===== src/rtl/wb_regfile_pkg.sv =====
// Shared encodings for the write-back stage and register file.
// Holds the RegDst/MemToReg select codes and the fixed architectural register indices.
package wb_regfile_pkg;

  localparam int REG_AW = 5;

  localparam logic [1:0] REGDST_RT   = 2'd0;
  localparam logic [1:0] REGDST_RD   = 2'd1;
  localparam logic [1:0] REGDST_LINK = 2'd2;

  localparam logic [1:0] MEMTOREG_ALU = 2'd0;
  localparam logic [1:0] MEMTOREG_MEM = 2'd1;
  localparam logic [1:0] MEMTOREG_PC4 = 2'd2;

  localparam logic [REG_AW-1:0] ZERO = 5'd0;
  localparam logic [REG_AW-1:0] SP   = 5'd29;
  localparam logic [REG_AW-1:0] RA   = 5'd31;

endpackage


===== src/rtl/wb_regfile_reg_array_2r1w.sv =====
// Two-read/one-write register array with hardwired $0; write latency 1 edge, reads combinational, no backpressure.
// REGFILE_BYPASS_EN makes a same-cycle read of the write target return the write data.
module reg_array_2r1w
  import wb_regfile_pkg::*;
#(
  parameter int                DATA_W   = 32,
  parameter int                NUM_REGS = 32,
  parameter logic [REG_AW-1:0] SP_REG   = SP,
  parameter logic [DATA_W-1:0] SP_INIT  = 32'h0000_03FC
) (
  input  logic              clk,
  input  logic              reset,
  input  logic              wr_en,
  input  logic [REG_AW-1:0] wr_addr,
  input  logic [DATA_W-1:0] wr_dat,
  input  logic [REG_AW-1:0] rd_addr_a,
  input  logic [REG_AW-1:0] rd_addr_b,
  output logic [DATA_W-1:0] rd_dat_a,
  output logic [DATA_W-1:0] rd_dat_b
);

  // $0 has no storage; index 0 is never allocated.
  logic [DATA_W-1:0] regs [1:NUM_REGS-1];

  always_ff @(posedge clk) begin
    if (reset) begin
      for (int i = 1; i < NUM_REGS; i++)
        regs[i] <= (i == int'(SP_REG)) ? SP_INIT : '0;
    end else if (wr_en && wr_addr != ZERO) begin
      regs[wr_addr] <= wr_dat;
    end
  end

  always_comb begin
    rd_dat_a = (rd_addr_a == ZERO) ? '0 : regs[rd_addr_a];
    rd_dat_b = (rd_addr_b == ZERO) ? '0 : regs[rd_addr_b];
`ifdef REGFILE_BYPASS_EN
    if (wr_en && wr_addr != ZERO && rd_addr_a == wr_addr) rd_dat_a = wr_dat;
    if (wr_en && wr_addr != ZERO && rd_addr_b == wr_addr) rd_dat_b = wr_dat;
`endif
  end

endmodule


===== src/rtl/wb_regfile.sv =====
// Write-back select + 32-entry register file commit, last-write record and commit counter.
// Latency: write commits on the next edge, selects/reads combinational; no backpressure. Optional REGFILE_BYPASS_EN.
module wb_regfile
  import wb_regfile_pkg::*;
#(
  parameter int                DATA_W   = 32,
  parameter int                NUM_REGS = 32,
  parameter logic [REG_AW-1:0] LINK_REG = RA,
  parameter logic [REG_AW-1:0] SP_REG   = SP,
  parameter logic [DATA_W-1:0] SP_INIT  = 32'h0000_03FC
) (
  input  logic              clk,
  input  logic              reset,
  input  logic [DATA_W-1:0] PC_add_4_in,
  input  logic [DATA_W-1:0] ALUOut_in,
  input  logic [DATA_W-1:0] MemReadData_in,
  input  logic [REG_AW-1:0] Rt_in,
  input  logic [REG_AW-1:0] Rd_in,
  input  logic [1:0]        RegDst_in,
  input  logic [1:0]        MemToReg_in,
  input  logic              RegWrite_in,
  input  logic [REG_AW-1:0] ReadAddrA,
  input  logic [REG_AW-1:0] ReadAddrB,
  output logic [DATA_W-1:0] ReadDataA,
  output logic [DATA_W-1:0] ReadDataB,
  output logic [REG_AW-1:0] WB_Addr_out,
  output logic [DATA_W-1:0] WB_Data_out,
  output logic              WB_En_out,
  output logic [REG_AW-1:0] LastWrAddr_out,
  output logic [DATA_W-1:0] LastWrData_out,
  output logic              LastWrEn_out,
  output logic [31:0]       WriteCount_out
);

  always_comb begin
    WB_Addr_out = LINK_REG;
    case (RegDst_in)
      REGDST_RT:         WB_Addr_out = Rt_in;
      REGDST_RD:         WB_Addr_out = Rd_in;
      REGDST_LINK, 2'd3: WB_Addr_out = LINK_REG;
      default:           WB_Addr_out = LINK_REG;
    endcase
  end

  always_comb begin
    WB_Data_out = PC_add_4_in;
    case (MemToReg_in)
      MEMTOREG_ALU:       WB_Data_out = ALUOut_in;
      MEMTOREG_MEM:       WB_Data_out = MemReadData_in;
      MEMTOREG_PC4, 2'd3: WB_Data_out = PC_add_4_in;
      default:            WB_Data_out = PC_add_4_in;
    endcase
  end

  // Reset is deliberately not folded in here; the commit paths gate it themselves.
  assign WB_En_out = RegWrite_in && (WB_Addr_out != ZERO);

  reg_array_2r1w #(
    .DATA_W   (DATA_W),
    .NUM_REGS (NUM_REGS),
    .SP_REG   (SP_REG),
    .SP_INIT  (SP_INIT)
  ) u_regs (
    .clk       (clk),
    .reset     (reset),
    .wr_en     (WB_En_out),
    .wr_addr   (WB_Addr_out),
    .wr_dat    (WB_Data_out),
    .rd_addr_a (ReadAddrA),
    .rd_addr_b (ReadAddrB),
    .rd_dat_a  (ReadDataA),
    .rd_dat_b  (ReadDataB)
  );

  always_ff @(posedge clk) begin
    if (reset) begin
      LastWrAddr_out <= '0;
      LastWrData_out <= '0;
      LastWrEn_out   <= 1'b0;
      WriteCount_out <= '0;
    end else if (WB_En_out) begin
      LastWrAddr_out <= WB_Addr_out;
      LastWrData_out <= WB_Data_out;
      LastWrEn_out   <= 1'b1;
      WriteCount_out <= WriteCount_out + 32'd1;
    end else begin
      LastWrEn_out   <= 1'b0;
    end
  end

endmodule


===== config.mk =====
export PLATFORM = sky130hd
export DESIGN_NAME = wb_regfile
export DESIGN_NICKNAME = d
export VERILOG_FILES = /design/src/rtl/wb_regfile_pkg.sv /design/src/rtl/wb_regfile_reg_array_2r1w.sv /design/src/rtl/wb_regfile.sv
export SDC_FILE = /design/constraint.sdc
export NUM_CORES = 2
export LEC_CHECK = 0
export BUFFER_PORTS_ARGS = -buffer_cell sky130_fd_sc_hd__buf_2
export CORE_ASPECT_RATIO = 1.4
export CORE_MARGIN = 10
export CORE_UTILIZATION = 56
export DETAILED_ROUTE_END_ITERATION = 12
export MAX_ROUTING_LAYER = met4
export PLACE_DENSITY = 0.89
export RECOVER_POWER = 50
export SLEW_MARGIN = 20
export SYNTH_ARGS = -nofsm -noshare
export SYNTH_HDL_FRONTEND = slang
export SYNTH_SLANG_ARGS = --single-unit
export TNS_END_PERCENT = 1

===== constraint.sdc =====
create_clock -name clk -period 4.9 [get_ports clk]
set_clock_uncertainty 0.1 [all_clocks]
set_input_delay 0.98 -clock clk [delete_from_list [all_inputs] [get_ports clk]]
set_output_delay 0.98 -clock clk [all_outputs]
set_load 0.03 [all_outputs]

==> summary.md <==
| Metric | Value |
|---|---|
| WL/cell | `35.2 µm` |
| Crit path largest cell delay | `2.02 ns` |
| Failing checks | `DRC, capacitance limit, slew limit, setup timing` |
| Layout net count | `4635` |
| Worst-path cell chain | `clkbuf_1 > nor2b_1 > a211oi_1 > clkbuf_1 > inv_2 > nor3_1 > nand2_1 > nor2_1` |
| Cell area after layout | `62400 µm²` |
| Post-synth cell types | `57` |
| CTS HTree Levels | `3` |
| Async S/R FF share, synth | `0%` |
| Max-slew violation count | `45` |
| Post-Place Cells | `5737` |
| Max FO, Critical Path | `17` |
| Worst r2r path cells | `5` |
| Status | `finished, violations left` |
| Pre-antenna DRT Iters | `13` |
| Die area | `113000 µm²` |
| Pleak | `22.4 nW` |
| Share of cells above drive strength 1 | `23.0%` |
| Switching pwr | `6.09 mW` |
| Antenna violations before repair | `15` |
| Logic gate share of total power | `15.5%` |
| GRT overflow | `0` |
| CTS Buf Count | `92` |
| Crit. Startpoint | `RegDst_in[0]` |
| Sequential share of the synthesized area | `57.3%` |
| Worst Setup EP | `u_regs.regs[22][9]` |
| MaxCap Viol Count | `2` |
| Post-DP Area | `59600 µm²` |
| Final setup margin | `-0.0169 ns` |
| Detailed Place HPWL | `131 mm` |
| Crit. End Element | `flop` |
| Top FF cell, synth | `edfxtp_1` |
| Final Hold Slack | `0.366 ns` |
| Mean post-synth cell area | `13.0 µm²` |
| Layout Cells excl Fill | `5920` |
| Max_slew headroom | `-74.1%` |
| CTS tree | `yes` |
| Post-Synthesis Cells | `4300` |
| GRT Total Usage | `37.3%` |
| Clock Sinks | `1088` |
| Worst EP arrival | `5.36 ns` |
| Post-CTS Setup Repair Bufs | `0` |
| Clock Latency Late Sink | `0.73 ns` |
| WS Path Type | `primary input to flop` |
| P per Cell Area | `356 nW/µm²` |
| Largest buffer count on any clock path | `3` |
| IO buf count | `294` |
| DIE HEIGHT | `394 µm` |
| Most frequent cells in the layout | `nor2_1 (1053), edfxtp_1 (1018), mux4_2 (356), mux2i_1 (335), buf_2 (214)` |
| Routability cong. | `0.997` |
| Synth warn | `0` |
| CP dominant cell by count | `clkbuf_1` |
| CTS root buffer | `clkbuf_16` |
| Clock power share | `35.0%` |
| Final Power | `22.2 mW` |
| Netlist Area Pre-Place | `55800 µm²` |
| Die Span X | `287 µm` |
| Routed WL | `208 mm` |
| FF+latch count, synth | `1088` |
| R2R Path Start | `WriteCount_out[8]` |
| Required @ worst endpoint | `5.34 ns` |
| Most common cell after layout, fill and taps aside | `nor2_1` |
| Residual DRC | `1` |
| IR drop worst, VDD | `0.387 mV` |
| Vias per cell | `7.63` |
| Ports | `295` |
| Setup crit start kind | `primary input` |
| Site Rows | `137` |
| Int Pwr | `16.1 mW` |
| Core Region | `99200 µm²` |
| Routed Antenna Nets | `0` |
| EDFF count, synth | `1018` |
| Largest net degree at the start of global routing | `85` |
| Reg power frac | `49.5%` |
| Hold Fails Final Rpt | `0` |
| P&R area growth vs syn | `11.8%` |
| Tcrit/Tclk final | `100%` |
| Hold WC Path Type | `flop to flop` |
| Period minus WS final | `4.92 ns` |
| Post-Route Setup TNS | `-0.0169 ns` |
| Via Count | `45200` |
| Peak Freq | `203 MHz` |
| Worst path slowest cell | `nor3_1` |
| RSZ-0062 raised after global routing | `no` |
| First-pass GRT wire length | `301 mm` |
| Sw frac | `27.4%` |
| Post-CTS Resized | `0` |
| Slew at the pin closest to its max-slew limit | `2.59 ns` |
| Initial Util | `56.2%` |
| Reg2Reg Setup Slack | `2.15 ns` |
| Final setup vio count | `1` |
| Vias in the first global route | `45500` |
| Hold_buf cts | `0` |
| Worst-path clk slew | `0.07 ns` |
| DRT iter0 DRCs | `10800` |
| R2r endpoint | `WriteCount_out[31]` |
==> kinds of logic after synthesis <==
logic type,Yosys count,share of synthesized area [%]
adder cells (fa/ha/maj),1,0.0224
XOR/XNOR,18,0.282
AO/OA/AOI/OAI,602,7.16
multiplexers,784,22.2
AND/OR/NAND/NOR,1328,9.42
other,1,0.00672
buffers and inverters,478,3.57
flip-flops,1088,57.3
==> Yosys cell counts (all sizes together) (2+ instances only) <==
library cell	number	area share, %
o31ai	2	0.027
clkbuf	257	1.7
edfxtp	1018	55
or2	2	0.022
and2	9	0.10
or3	11	0.12
a211o	40	0.63
or4	2	0.027
nand4	11	0.12
mux2	93	1.9
and3	6	0.067
and4	2	0.031
a21oi	116	1.0
o21ai	112	1.0
nor3b	2	0.036
nand2b	5	0.056
nor4	9	0.14
o22ai	23	0.26
buf	154	1.4
xor2	14	0.22
mux4	356	14
nor3	6	0.072
a22oi	145	2.0
mux2i	335	6.0
inv	66	0.44
dfxtp	70	2.5
o211ai	10	0.13
nand3	17	0.15
a221oi	42	0.66
xnor2	4	0.063
a31oi	62	0.69
o2111ai	8	0.13
o21a	35	0.47
nor2b	16	0.18
nand2	170	1.1
nor2	1058	7.1
a211oi	3	0.081
==> power groups by stage <==
stage	sequential, mW	combinational [mW]	clock, mW
floorplan	11.1	1.99	0
global placement	11.1	3.17	0
detailed placement	11.1	3.23	0
CTS	10.9	3.28	7.67
global route	11.0	3.46	8.01
finish	11.0	3.43	7.78
==> critical path, delay by kind of cell <==
family                 cells  cell delay [ns]
buffers and inverters      3             1.24
and+or+nand+nor            4             2.89
AOI/OAI and AO/OA          1             0.25
==> metrics by stage <==
step,setup WS (ns),utilization [%]
global placement,0.408,60.1
floorplan,-0.167,-
global route,0.118,62.8
CTS,0.343,63.2
finish,-0.0169,62.8
detailed placement,0.360,60.1
==> worst min path at each step <==
stage | depth (start not counted) | end | start | slack, ns
2_1_floorplan | 2 | LastWrAddr_out[4] | LastWrAddr_out[4] | 0.48
3_3_place_gp | 2 | LastWrAddr_out[4] | LastWrAddr_out[4] | 0.34
3_5_place_dp | 2 | LastWrAddr_out[4] | LastWrAddr_out[4] | 0.34
4_1_cts | 2 | LastWrAddr_out[4] | LastWrAddr_out[4] | 0.36
5_1_grt | 2 | LastWrAddr_out[4] | LastWrAddr_out[4] | 0.39
6_report | 2 | LastWrAddr_out[4] | LastWrAddr_out[4] | 0.37
==> final cells by class <==
| cell class | instances | area, µm² |
|---|---|---|
| Fill cell | 6665 | 36900 |
| Sequential cell | 1088 | 32000 |
| Multi-Input combinational cell | 2759 | 22100 |
| Timing Repair Buffer | 503 | 3250 |
| Clock buffer | 133 | 2710 |
| Tap cell | 1320 | 1650 |
| Clock inverter | 37 | 412 |
| Inverter | 67 | 251 |
| Antenna cell | 13 | 32.5 |
==> registers in the layout, indices dropped and copies added (netlist names) <==
name	cells
LastWrAddr_out	5
u_regs.regs	1018
LastWrData_out	32
WriteCount_out	32
LastWrEn_out	1
==> metal layers <==
metal / part of all wire, % / GRT usage [%] / vias up / routed length, µm
met4: 10 / 27.5 / 0 / 21700
met5: 0 / - / - / 0
met1: 28 / 40.3 / 20900 / 57500
met3: 18 / 16.3 / 1855 / 38400
li1: - / - / 16600 / -
met2: 44 / 54.1 / 5848 / 90800
No activity file was read; power rests on OpenSTA's default activity.
